## src/rtl/alu_pkg.sv

```systemverilog
// Shared opcode encodings for the pipelined ALU.
package alu_pkg;

    localparam int unsigned OP_W = 3;

    localparam logic [OP_W-1:0] OP_AND   = 3'b000;
    localparam logic [OP_W-1:0] OP_OR    = 3'b001;
    localparam logic [OP_W-1:0] OP_XOR   = 3'b010;
    localparam logic [OP_W-1:0] OP_ADD   = 3'b011;
    localparam logic [OP_W-1:0] OP_SUB   = 3'b100;
    localparam logic [OP_W-1:0] OP_RCL   = 3'b101;
    localparam logic [OP_W-1:0] OP_RCR   = 3'b110;
    localparam logic [OP_W-1:0] OP_PASSB = 3'b111;

endpackage

```

## src/rtl/alu_core.sv

```systemverilog
// Combinational ALU datapath used in stage 2 of alu_pipe.
// Optional signed saturation of ADD/SUB is enabled with ALU_SAT_EN.
module alu_core
    import alu_pkg::*;
#(
    parameter int unsigned WIDTH = 8
) (
    input  logic [WIDTH-1:0] a,
    input  logic [WIDTH-1:0] b,
    input  logic [OP_W-1:0]  fin,
    input  logic             cin_eff,
    input  logic             sat,
    output logic [WIDTH-1:0] y,
    output logic             cout,
    output logic             ovf
);

    logic [WIDTH-1:0] b_ext;
    logic [WIDTH:0]   sum;
    logic             arith_ovf;

    // SUB reuses the adder with inverted B; cin_eff supplies the +1 or the borrow.
    assign b_ext     = (fin == OP_SUB) ? ~b : b;
    assign sum       = {1'b0, a} + {1'b0, b_ext} + {{WIDTH{1'b0}}, cin_eff};
    assign arith_ovf = (a[WIDTH-1] == b_ext[WIDTH-1]) && (sum[WIDTH-1] != a[WIDTH-1]);

    always_comb begin
        y    = '0;
        cout = 1'b0;
        ovf  = 1'b0;
        case (fin)
            OP_AND:   y = a & b;
            OP_OR:    y = a | b;
            OP_XOR:   y = a ^ b;
            OP_ADD, OP_SUB: begin
                y    = sum[WIDTH-1:0];
                cout = sum[WIDTH];
                ovf  = arith_ovf;
`ifdef ALU_SAT_EN
                if (sat && arith_ovf) begin
                    y = a[WIDTH-1] ? {1'b1, {(WIDTH-1){1'b0}}} : {1'b0, {(WIDTH-1){1'b1}}};
                end
`endif
            end
            OP_RCL: begin
                y    = {a[WIDTH-2:0], cin_eff};
                cout = a[WIDTH-1];
            end
            OP_RCR: begin
                y    = {cin_eff, a[WIDTH-1:1]};
                cout = a[0];
            end
            default:  y = b;
        endcase
    end

`ifndef ALU_SAT_EN
    logic sat_unused;
    assign sat_unused = sat;
`endif

endmodule

```

## src/rtl/alu_pipe.sv

```systemverilog
// Two-stage valid/ready ALU pipeline with registered flags and a chaining carry.
// Define ALU_SAT_EN to honour the sat request on ADD/SUB.
module alu_pipe
    import alu_pkg::*;
#(
    parameter int unsigned WIDTH = 8
) (
    input  logic             clk,
    input  logic             rst,
    input  logic             in_valid,
    output logic             in_ready,
    input  logic [WIDTH-1:0] a,
    input  logic [WIDTH-1:0] b,
    input  logic [OP_W-1:0]  fin,
    input  logic             cin,
    input  logic             chain,
    input  logic             sat,
    output logic             out_valid,
    input  logic             out_ready,
    output logic [WIDTH-1:0] y,
    output logic             cout,
    output logic             zero,
    output logic             neg,
    output logic             ovf
);

    logic             s1_valid;
    logic [WIDTH-1:0] s1_a;
    logic [WIDTH-1:0] s1_b;
    logic [OP_W-1:0]  s1_fin;
    logic             s1_cin;
    logic             s1_chain;
    logic             s1_sat;
    logic             carry_q;

    logic             adv2;
    logic             accept;
    logic             load2;
    logic             cin_eff;
    logic [WIDTH-1:0] y_c;
    logic             cout_c;
    logic             ovf_c;

    assign adv2     = !out_valid || out_ready;
    assign in_ready = !s1_valid || adv2;
    assign accept   = in_valid && in_ready;
    assign load2    = s1_valid && adv2;
    // carry_q already reflects the op just ahead, since it updates as that op enters S2.
    assign cin_eff  = s1_chain ? carry_q : s1_cin;

    alu_core #(
        .WIDTH (WIDTH)
    ) u_core (
        .a       (s1_a),
        .b       (s1_b),
        .fin     (s1_fin),
        .cin_eff (cin_eff),
        .sat     (s1_sat),
        .y       (y_c),
        .cout    (cout_c),
        .ovf     (ovf_c)
    );

    always_ff @(posedge clk) begin
        if (rst) begin
            s1_valid <= 1'b0;
            s1_a     <= '0;
            s1_b     <= '0;
            s1_fin   <= OP_AND;
            s1_cin   <= 1'b0;
            s1_chain <= 1'b0;
            s1_sat   <= 1'b0;
        end else if (accept) begin
            s1_valid <= 1'b1;
            s1_a     <= a;
            s1_b     <= b;
            s1_fin   <= fin;
            s1_cin   <= cin;
            s1_chain <= chain;
            s1_sat   <= sat;
        end else if (adv2) begin
            s1_valid <= 1'b0;
        end
    end

    always_ff @(posedge clk) begin
        if (rst) begin
            out_valid <= 1'b0;
            y         <= '0;
            cout      <= 1'b0;
            zero      <= 1'b0;
            neg       <= 1'b0;
            ovf       <= 1'b0;
            carry_q   <= 1'b0;
        end else if (load2) begin
            out_valid <= 1'b1;
            y         <= y_c;
            cout      <= cout_c;
            zero      <= ~|y_c;
            neg       <= y_c[WIDTH-1];
            ovf       <= ovf_c;
            carry_q   <= cout_c;
        end else if (out_ready) begin
            out_valid <= 1'b0;
        end
    end

endmodule

```

## config.mk

```make
export PLATFORM = sky130hd
export DESIGN_NAME = alu_pipe
export DESIGN_NICKNAME = d
export VERILOG_FILES = /design/src/rtl/alu_pkg.sv /design/src/rtl/alu_core.sv /design/src/rtl/alu_pipe.sv
export SDC_FILE = /design/constraint.sdc
export NUM_CORES = 1
export LEC_CHECK = 0
export CAP_MARGIN = 20
export CORE_ASPECT_RATIO = 2
export CORE_UTILIZATION = 35
export DETAILED_ROUTE_END_ITERATION = 10
export PLACE_DENSITY = 0.64
export SYNTH_ARGS = -nofsm -noshare
export SYNTH_HDL_FRONTEND = slang
export SYNTH_SLANG_ARGS = --single-unit
```

## constraint.sdc

```tcl
create_clock -name clk -period 3.7 [get_ports clk]
set_input_delay 0.555 -clock clk [delete_from_list [all_inputs] [get_ports clk]]
set_output_delay 0.555 -clock clk [all_outputs]
set_load 0.005 [all_outputs]
```

* Yosys cells after proc, flatten, opt, wreduce, memory -nomap -nowiden *
Cells that the tools add are included.
Widths: inputs -> output; s select.

storage, ports and cells
  register bits after elaboration = 35

operators by class
  equal/unequal tests = 8
  add/sub/neg operators = 2
  bitwise gates (word level) = 4
  mux-type cells = 9
  reduce and logical (&&, ||, !) cells = 13

operators with widths
  kind                number
  $pmux 8 s6          1
  $add 8x8->9         1
  $add 9x1->9         1
  $eq 3x3->1 const B  3
  $and 8x8->8         1
  $mux 8              1
  $not 8->8           1
  $or 8x8->8          1
  $reduce_or 8->1     1
  $xor 8x8->8         1
  $eq 3x2->1 const B  2
  $mux 1              6
  $reduce_bool 2->1   2
  $eq 3x1->1 const B  1
  $logic_and 1x1->1   3
  $logic_not 1->1     3
  $logic_not 3->1     1
  $pmux 1 s3          1
  $logic_or 1x1->1    2
  $reduce_or 2->1     1
  $eq 1x1->1          1
  $ne 1x1->1          1

* Logic depth before layout (Yosys ltp) *
Gate-level depths: netlist of the first run.

  depth after elaboration = 7
  mapped depth = 11
  gate-level depth less buffers = 10

* Hierarchy *
From an unflattened synthesis of the first run, not the netlist that was laid out.

second synthesis, totals
  cell total of the unflattened synthesis = 332
  area, all modules = 2,742.6 µm²

modules (own cells, without submodules)
  module    cells each  seq. area each (µm²)  times used  area an instance (µm²)
  alu_pipe  159         700.7                 1           1,535.2
  alu_core  173         0.0                   1           1,207.4

* Worst setup path after synthesis of the first run *
Ideal clock, no wire load.

  kind = register -> register
  from = register s1_fin[2]
  to = register zero
  path buffers = 1
  period minus slack after synthesis = 2.762 ns
  setup slack = 0.938 ns
  stages on the path, launching flop included = 10
  data arrival time = 2.675 ns
  cell sequence = dfxtp_1 nor3b_1 buf_6 xnor2_1 fa_1 fa_1 a221o_1 a2111oi_2 nand4_1 o31ai_1

on the way
  word-level cells in the longest chain between the ends = 7

ends and longest elaborated chain
  item                    line                            text
  from (decl)             alu_pipe.sv:30                  logic [OP_W-1:0] s1_fin;
  from (signal assigned)  alu_pipe.sv:77                  s1_fin <= fin;
  $eq 3x3->1              alu_core.sv:23, alu_core.sv:31
  $mux 8                  alu_core.sv:23                  assign b_ext = (fin == OP_SUB) ? ~b : b;
  $add 8x8->9             alu_core.sv:24                  assign sum = {1'b0, a} + {1'b0, b_ext} + {{WIDTH{1'b0}}, cin_eff};
  $add 9x1->9             alu_core.sv:24
  $pmux 8 s6 *            alu_core.sv:31                  case (fin)
  $reduce_or 8->1 *       alu_pipe.sv:99                  zero <= ~|y_c;
  $logic_not 1->1 *       alu_pipe.sv:99
  to (signal assigned)    alu_pipe.sv:99
  to (decl)               alu_pipe.sv:22                  output logic zero,

Mark *: on every way between the ends. The rest lies on a longest branch, timed or not.
A chain may end at the register's enable or synchronous reset.

* Worst setup path in the final report of the first run *
Ends and elaborated chain as after synthesis.

==> metrics.yaml, run 1 <==
r2r_cells: 10
cts_tree: "done"
status: "finished, final reports clean"
wirelength_met1_um: 2330
vias_per_cell: 5.19
die-area_um2: 7350
clkTransAtPathRegs_ps: 50
drive_gt1_frac: 0.0600
htreeDepth: 2
drtAntennaViolNets: 0
synthArstFlopShare: 0
p_int_mw: 0.831
yosys_most_used_dff: "dfxtp_1"
hold_violations: 0
worstReg2RegEnd: "zero"
pwr-share-seq: 0.363
cp_max_fo: 9
cp-end-kind: "register"
dpl.hpwl_um: 4700
clkPwrFrac: 0.426
postCtsSetupBuffers: 0
p_sw_frac: 0.259
synth_area_um2: 2450
drt-initial-drc-count: 49
fin_skew_ps: 1.25
maxSlewHeadroom: 0.527
clock_path_buffers: 2
antenna_found_initial: 0
yosysWarnings: 0
crit_start: "s1_fin[2]"
path_class: "reg -> reg"
r2r_slack_ps: 720
synthDistinctLibCells: 55
grt_first_pass_wirelength_um: 9880
syn_inst: 320
final_cell_mix: "60 x nand2_1, 38 x clkdlybuf4s50_1, 36 x a21oi_1"
grt_pass1_vias: 2159
wl_met2_um: 3290
clock_sinks: 34
die_x_um: 61.1
grt.total_usage: 0.182
start_util: 0.367
pwr_density_cell_nw_per_um2: 367
pwr-share-comb: 0.210
worst_slack_ps: 716
first_pass_iters: 5
vdd_ir_drop_max_mv: 0.266
post-route-period-util: 0.806
cts_resized: 0
setup_violations: 0
min_period_ps: 2980
crit_arrival_ps: 3180
r2r-start: "s1_fin[2]"
p_sw_mw: 0.291
layout.nets: 401
synth_nets: 371
ys_seq_area_frac: 0.278
area_growth_pct: 24.8
wl_um: 6130
hold_class: "reg -> reg"
leakagePower_nw: 1.20
avgSynthCellArea_um2: 7.65
die_h_um: 120
final.fill_count: 713
clk_latency_ps: 280
routedWlPerCell_um: 14.0
preCtsSetupSlack_ps: 759
ys_ff_latch: 34
slew_violations: 0
port_buffers: 38
worstPathRequired_ps: 3900
dr_wl_met3_um: 198
drcViolationCount: 0
max_freq_mhz: 335
cts_buffers: 5
row_count: 42
synth_edf_count: 0
core_area_um2: 6670
crit_path_start_kind: "register"
setup.worst_path.end: "zero"
final_common_cell: "nand2_1"
gp_congestion: 0.899
grt_max_degree: 36
ctsHoldBuffers: 0
n_antenna_cell: 0
max_cap_viol_count: 0
io_pins: 40
rsz0062_at_grt: "no"
top_layer: "met4"
via_count: 2275
cts_root_buf: "clkbuf_16"
grt_remaining_overflow: 0
tns_ps: 0
worst_pin_slew_ps: 710
state kept, by name, summed over array words and instances, names as in the netlist, 3 cells and up:
register,flops
s1_a,8
s1_b,8
s1_fin,3
y,8
how the worst min path moves through the flow:
stage	startpoint	to	slack, ps	cells past startpoint
after global routing	y[3]	y[3]	470	2
after detailed placement	y[3]	y[3]	450	2
after global placement	y[6]	y[6]	440	2
after CTS	y[3]	y[3]	450	2
after floorplan	s1_cin	s1_cin	430	2
final	y[3]	y[3]	450	2
power by group through the flow:
| stage | Combinational (mW) | Sequential [mW] | Clock, mW |
|---|---|---|---|
| final | 0.236 | 0.407 | 0.478 |
| after CTS | 0.237 | 0.407 | 0.492 |
| after global routing | 0.264 | 0.409 | 0.505 |
| after global placement | 0.230 | 0.414 | 0 |
| after detailed placement | 0.235 | 0.415 | 0 |
| after floorplan | 0.159 | 0.410 | 0 |
worst max-delay path, cell delays in order, from the launching register on:
cell	delay, ps
dfxtp_1	320
nor3b_1	320
buf_4	270
xnor2_1	200
ha_1	290
a211oi_1	420
o21ai_0	210
a31oi_1	310
xor2_1	220
o221ai_1	140
o31ai_1	200
cell usage after synthesis (all sizes together), types with 2 or more instances:
cell type / instances / area [um2]
nand2: 60 / 225
a21oi: 36 / 180
dfxtp: 34 / 681
ha: 23 / 288
inv: 20 / 75.1
nor2: 17 / 63.8
o21ai: 14 / 70.1
clkbuf: 13 / 48.8
xnor2: 9 / 78.8
buf: 8 / 47.5
nor3: 7 / 35.0
nand3: 6 / 30.0
nor2b: 6 / 37.5
a211oi: 5 / 37.5
mux2: 4 / 45.0
a221oi: 3 / 26.3
nand2b: 3 / 26.3
nand3b: 3 / 22.5
o211ai: 3 / 22.5
o21a: 3 / 22.5
xor2: 3 / 26.3
a2111o: 2 / 22.5
a221o: 2 / 20.0
a22o: 2 / 17.5
a22oi: 2 / 15.0
a31oi: 2 / 12.5
and2: 2 / 12.5
and3: 2 / 12.5
fa: 2 / 40.0
mux2i: 2 / 20.0
o221ai: 2 / 17.5
o311ai: 2 / 17.5
or3: 2 / 12.5
or3b: 2 / 17.5
logic make-up (layout without fill, tap and decap cells):
logic type,count (synthesis),in the layout,synth area share
compound gates,90,90,0.241
buf+inv,41,71,0.0700
simple gates,112,112,0.208
mux,6,6,0.0266
fa+ha+maj,25,25,0.134
flops,34,34,0.278
xor+xnor,12,12,0.0429
through the flow:
stage | instances | cell area [um2] | utilization | total power [mW] | hold slack (ps)
2_1_floorplan | 320 | 2450 | - | 0.568 | 434
3_3_place_gp | 431 | 2890 | 0.433 | 0.644 | 442
3_5_place_dp | 431 | 2890 | 0.433 | 0.650 | 447
4_1_cts | 438 | 3060 | 0.458 | 1.14 | 454
5_1_grt | 438 | 3060 | 0.458 | 1.18 | 474
6_report | 438 | 3060 | 0.458 | 1.12 | 450
area by class of cell:
type,instances,area (um2),share of cell area
clock inverters,1,30.0,0.00982
multi-input cells,245,1600,0.522
flip-flops and latches,34,681,0.223
well taps,88,110,0.0360
repair buffers,44,425,0.139
clock buffers,6,139,0.0454
inverters,20,75.1,0.0246
metal layers:
layer | track usage | up-vias
li1 | - | 1173
met1 | 0.185 | 1027
met2 | 0.315 | 58
met3 | 0.0342 | 17
met4 | 0.124 | 0
met5 | 0 | -
Note: power is estimated with default switching activity, not from simulation.
==> run 2: changes to the inputs <==
Settings changed: PLACE_DENSITY 0.64 to 0.66.
Clock period 3.7 ns to 2.5 ns, I/O delays scaled along.
==> run 2 against run 1 <==
Power is 48% higher. The run now ends with setup timing left. Largest power group unchanged. Fmax is 14% higher. Critical path depth stayed put. Via count is 7.5% higher. Largest cell class unchanged. First-iteration DRC count is 41% higher.
==> metrics.yaml, run 2 (synthesis gave the netlist of run 1 again) <==
hold_violations: 0  # unchanged
die_x_um: 61.1  # unchanged
p_int_mw: 1.18  # +42%
core_area_um2: 6670  # unchanged
routedWlPerCell_um: 14.3  # +2.4%
via_count: 2446  # +7.5%
path_class: "reg -> reg"
leakagePower_nw: 1.34  # +12%
post-route-period-util: 1.05  # +0.241
crit_path_cell_trace: "nor3b_4 -> xnor2_2 -> fa_2 -> fa_2 -> nand3_2 -> a21oi_2 -> or3_1 -> a31oi_2 -> o221ai_1 -> o31ai_1"
grt.total_usage: 0.205  # +0.0230
crit_path_start_kind: "register"
gp_congestion: 0.941  # +4.7%
worst_slack_ps: -117  # -834 ps
pwr-share-comb: 0.261  # +0.051
final.fill_count: 676  # -5.2%
port_buffers: 38  # unchanged
tns_ps: -237  # -237 ps
ctsHoldBuffers: 0  # unchanged
crit_start: "s1_fin[1]"
min_period_ps: 2620  # -366 ps
place_inst: 456  # +5.8%
max_freq_mhz: 382  # +14%
dpl.hpwl_um: 5080  # +8.1%
n_antenna_cell: 0  # unchanged
layout.nets: 429  # +7.0%
start_util: 0.367  # unchanged
rsz0062_at_grt: "yes"
die-area_um2: 7350  # unchanged
violations: "setup timing"
worst_pin_slew_ps: 563  # -147 ps
min_from: "y[5]"
status: "complete, but fails checks"
vias_per_cell: 5.24  # +0.84%
clkPwrFrac: 0.378  # -0.048
cts_buffers: 5  # unchanged
fin_skew_ps: 5.41  # +4.16 ps
cpMostUsedCell: "fa_2"
cp_slowest_cell: "fa_2"
cts_root_buf: "clkbuf_16"
clock_path_buffers: 2  # unchanged
setup_violations: 4  # +4
grt_max_degree: 35  # -2.8%
maxSlewHeadroom: 0.624  # +0.0970
cp_max_fo: 3  # -6
pwr-share-seq: 0.361  # -0.002
pwr_density_cell_nw_per_um2: 495  # +35%
grt_first_pass_wirelength_um: 11000  # +11%
row_count: 42  # unchanged
critical_path_buf_inv_count: 0  # -1
hold_slack_ps: 453  # +2.38 ps
drtAntennaViolNets: 0  # unchanged
max_cap_viol_count: 0  # unchanged
crit_arrival_ps: 2820  # -360 ps
finalPower_mw: 1.66  # +48%
area_growth_pct: 36.4
cp-end-kind: "register"
grt_pass1_vias: 2358  # +9.2%
worstPathRequired_ps: 2700  # -1200 ps
final_common_cell: "nand2_1"
final_cell_mix: "60 x nand2_1, 38 x clkdlybuf4s50_1, 34 x a21oi_1, 34 x buf_4, 30 x dfxtp_1"
clk_latency_ps: 280  # about the same
htreeDepth: 2  # unchanged
p_sw_mw: 0.472  # +62%
vdd_ir_drop_max_mv: 0.359  # +35%
r2r-start: "s1_fin[1]"
p_sw_frac: 0.285  # +0.0261
cp_slowest_stage_delay_ps: 390  # -30 ps
drive_gt1_frac: 0.179  # +0.119
slew_violations: 0  # unchanged
antenna_found_initial: 0  # unchanged
die_h_um: 120  # unchanged
wl_um: 6700  # +9.2%
cp_top_family: "adder cells"
grt_remaining_overflow: 0  # unchanged
drcViolationCount: 0  # unchanged
io_pins: 40  # unchanged
clkTransAtPathRegs_ps: 50  # about the same
clock_sinks: 34  # unchanged
cts_tree: "done"
drt-initial-drc-count: 69  # +41%
first_pass_iters: 4  # -1
instances_no_fill: 467  # +6.6%
reg.largest.list: "s1_a x8, s1_b x8, y x8"
hold_class: "reg -> reg"
run 2: cell types whose count changed in the layout (fill, tap and decap cells not counted), moves of 3 or more:
| cell | previous run | this run |
|---|---|---|
| buf_4 | 6 | 34 |
| o21ai_0 | 13 | 10 |
| dfxtp_1 | 34 | 30 |
| dfxtp_2 | 0 | 4 |
run 2: final cells by class:
class / instances / area, um2 / share of cell area
clock buffer: 7 / 143 / 0.0427
sequential: 34 / 686 / 0.205
multi-input combinational: 245 / 1690 / 0.505
timing repair buffer: 72 / 636 / 0.190
tap: 88 / 110 / 0.0330
clock inverter: 1 / 5.00 / 0.00150
inverter: 20 / 75.1 / 0.0225
run 2: metal layers:
layer / track usage / share of wire / up-vias
met5: 0 / 0 / -
met4: 0.156 / 0.059 / 0
met3: 0.0321 / 0.023 / 26
met2: 0.344 / 0.54 / 52
met1: 0.214 / 0.38 / 1141
li1: - / - / 1227
run 2: repair_timing:
item / in CTS / in global routing
setup buffers: 4 / 0
endpoints found under the hold margin: 0 / 0
resized for setup: 11 / 8
pin swaps: 5 / 4
endpoints found under the setup margin: 5 / 8
run 2: power groups by stage:
stage,clock [mW],sequential [mW],combinational [mW]
floorplan,0,0.607,0.238
global placement,0,0.606,0.398
detailed placement,0,0.608,0.405
CTS,0.635,0.598,0.418
global route,0.669,0.602,0.476
finish,0.625,0.598,0.432
run 2: final timing paths:
check	endpoint	cells past startpoint	slack, ps
setup / recovery	zero	10	-120
hold / removal	y[5]	2	450
setup reg to reg	zero	10	-120
hold reg to reg	y[5]	2	450
run 2: worst min-delay path, delay by kind of cell, from the launching register on:
family             cells  cell delay, ps
AOI/OAI and AO/OA      1              50
DFF                    1             300
and+or+nand+nor        1              50
run 2: per-stage QoR:
| step | cell area [um2] | setup slack [ps] | utilization |
|---|---|---|---|
| floorplan | 2470 | 16.5 | - |
| global placement | 3090 | -103 | 0.464 |
| detailed placement | 3090 | -141 | 0.464 |
| CTS | 3300 | -124 | 0.494 |
| global route | 3340 | -288 | 0.501 |
| finish | 3340 | -117 | 0.501 |
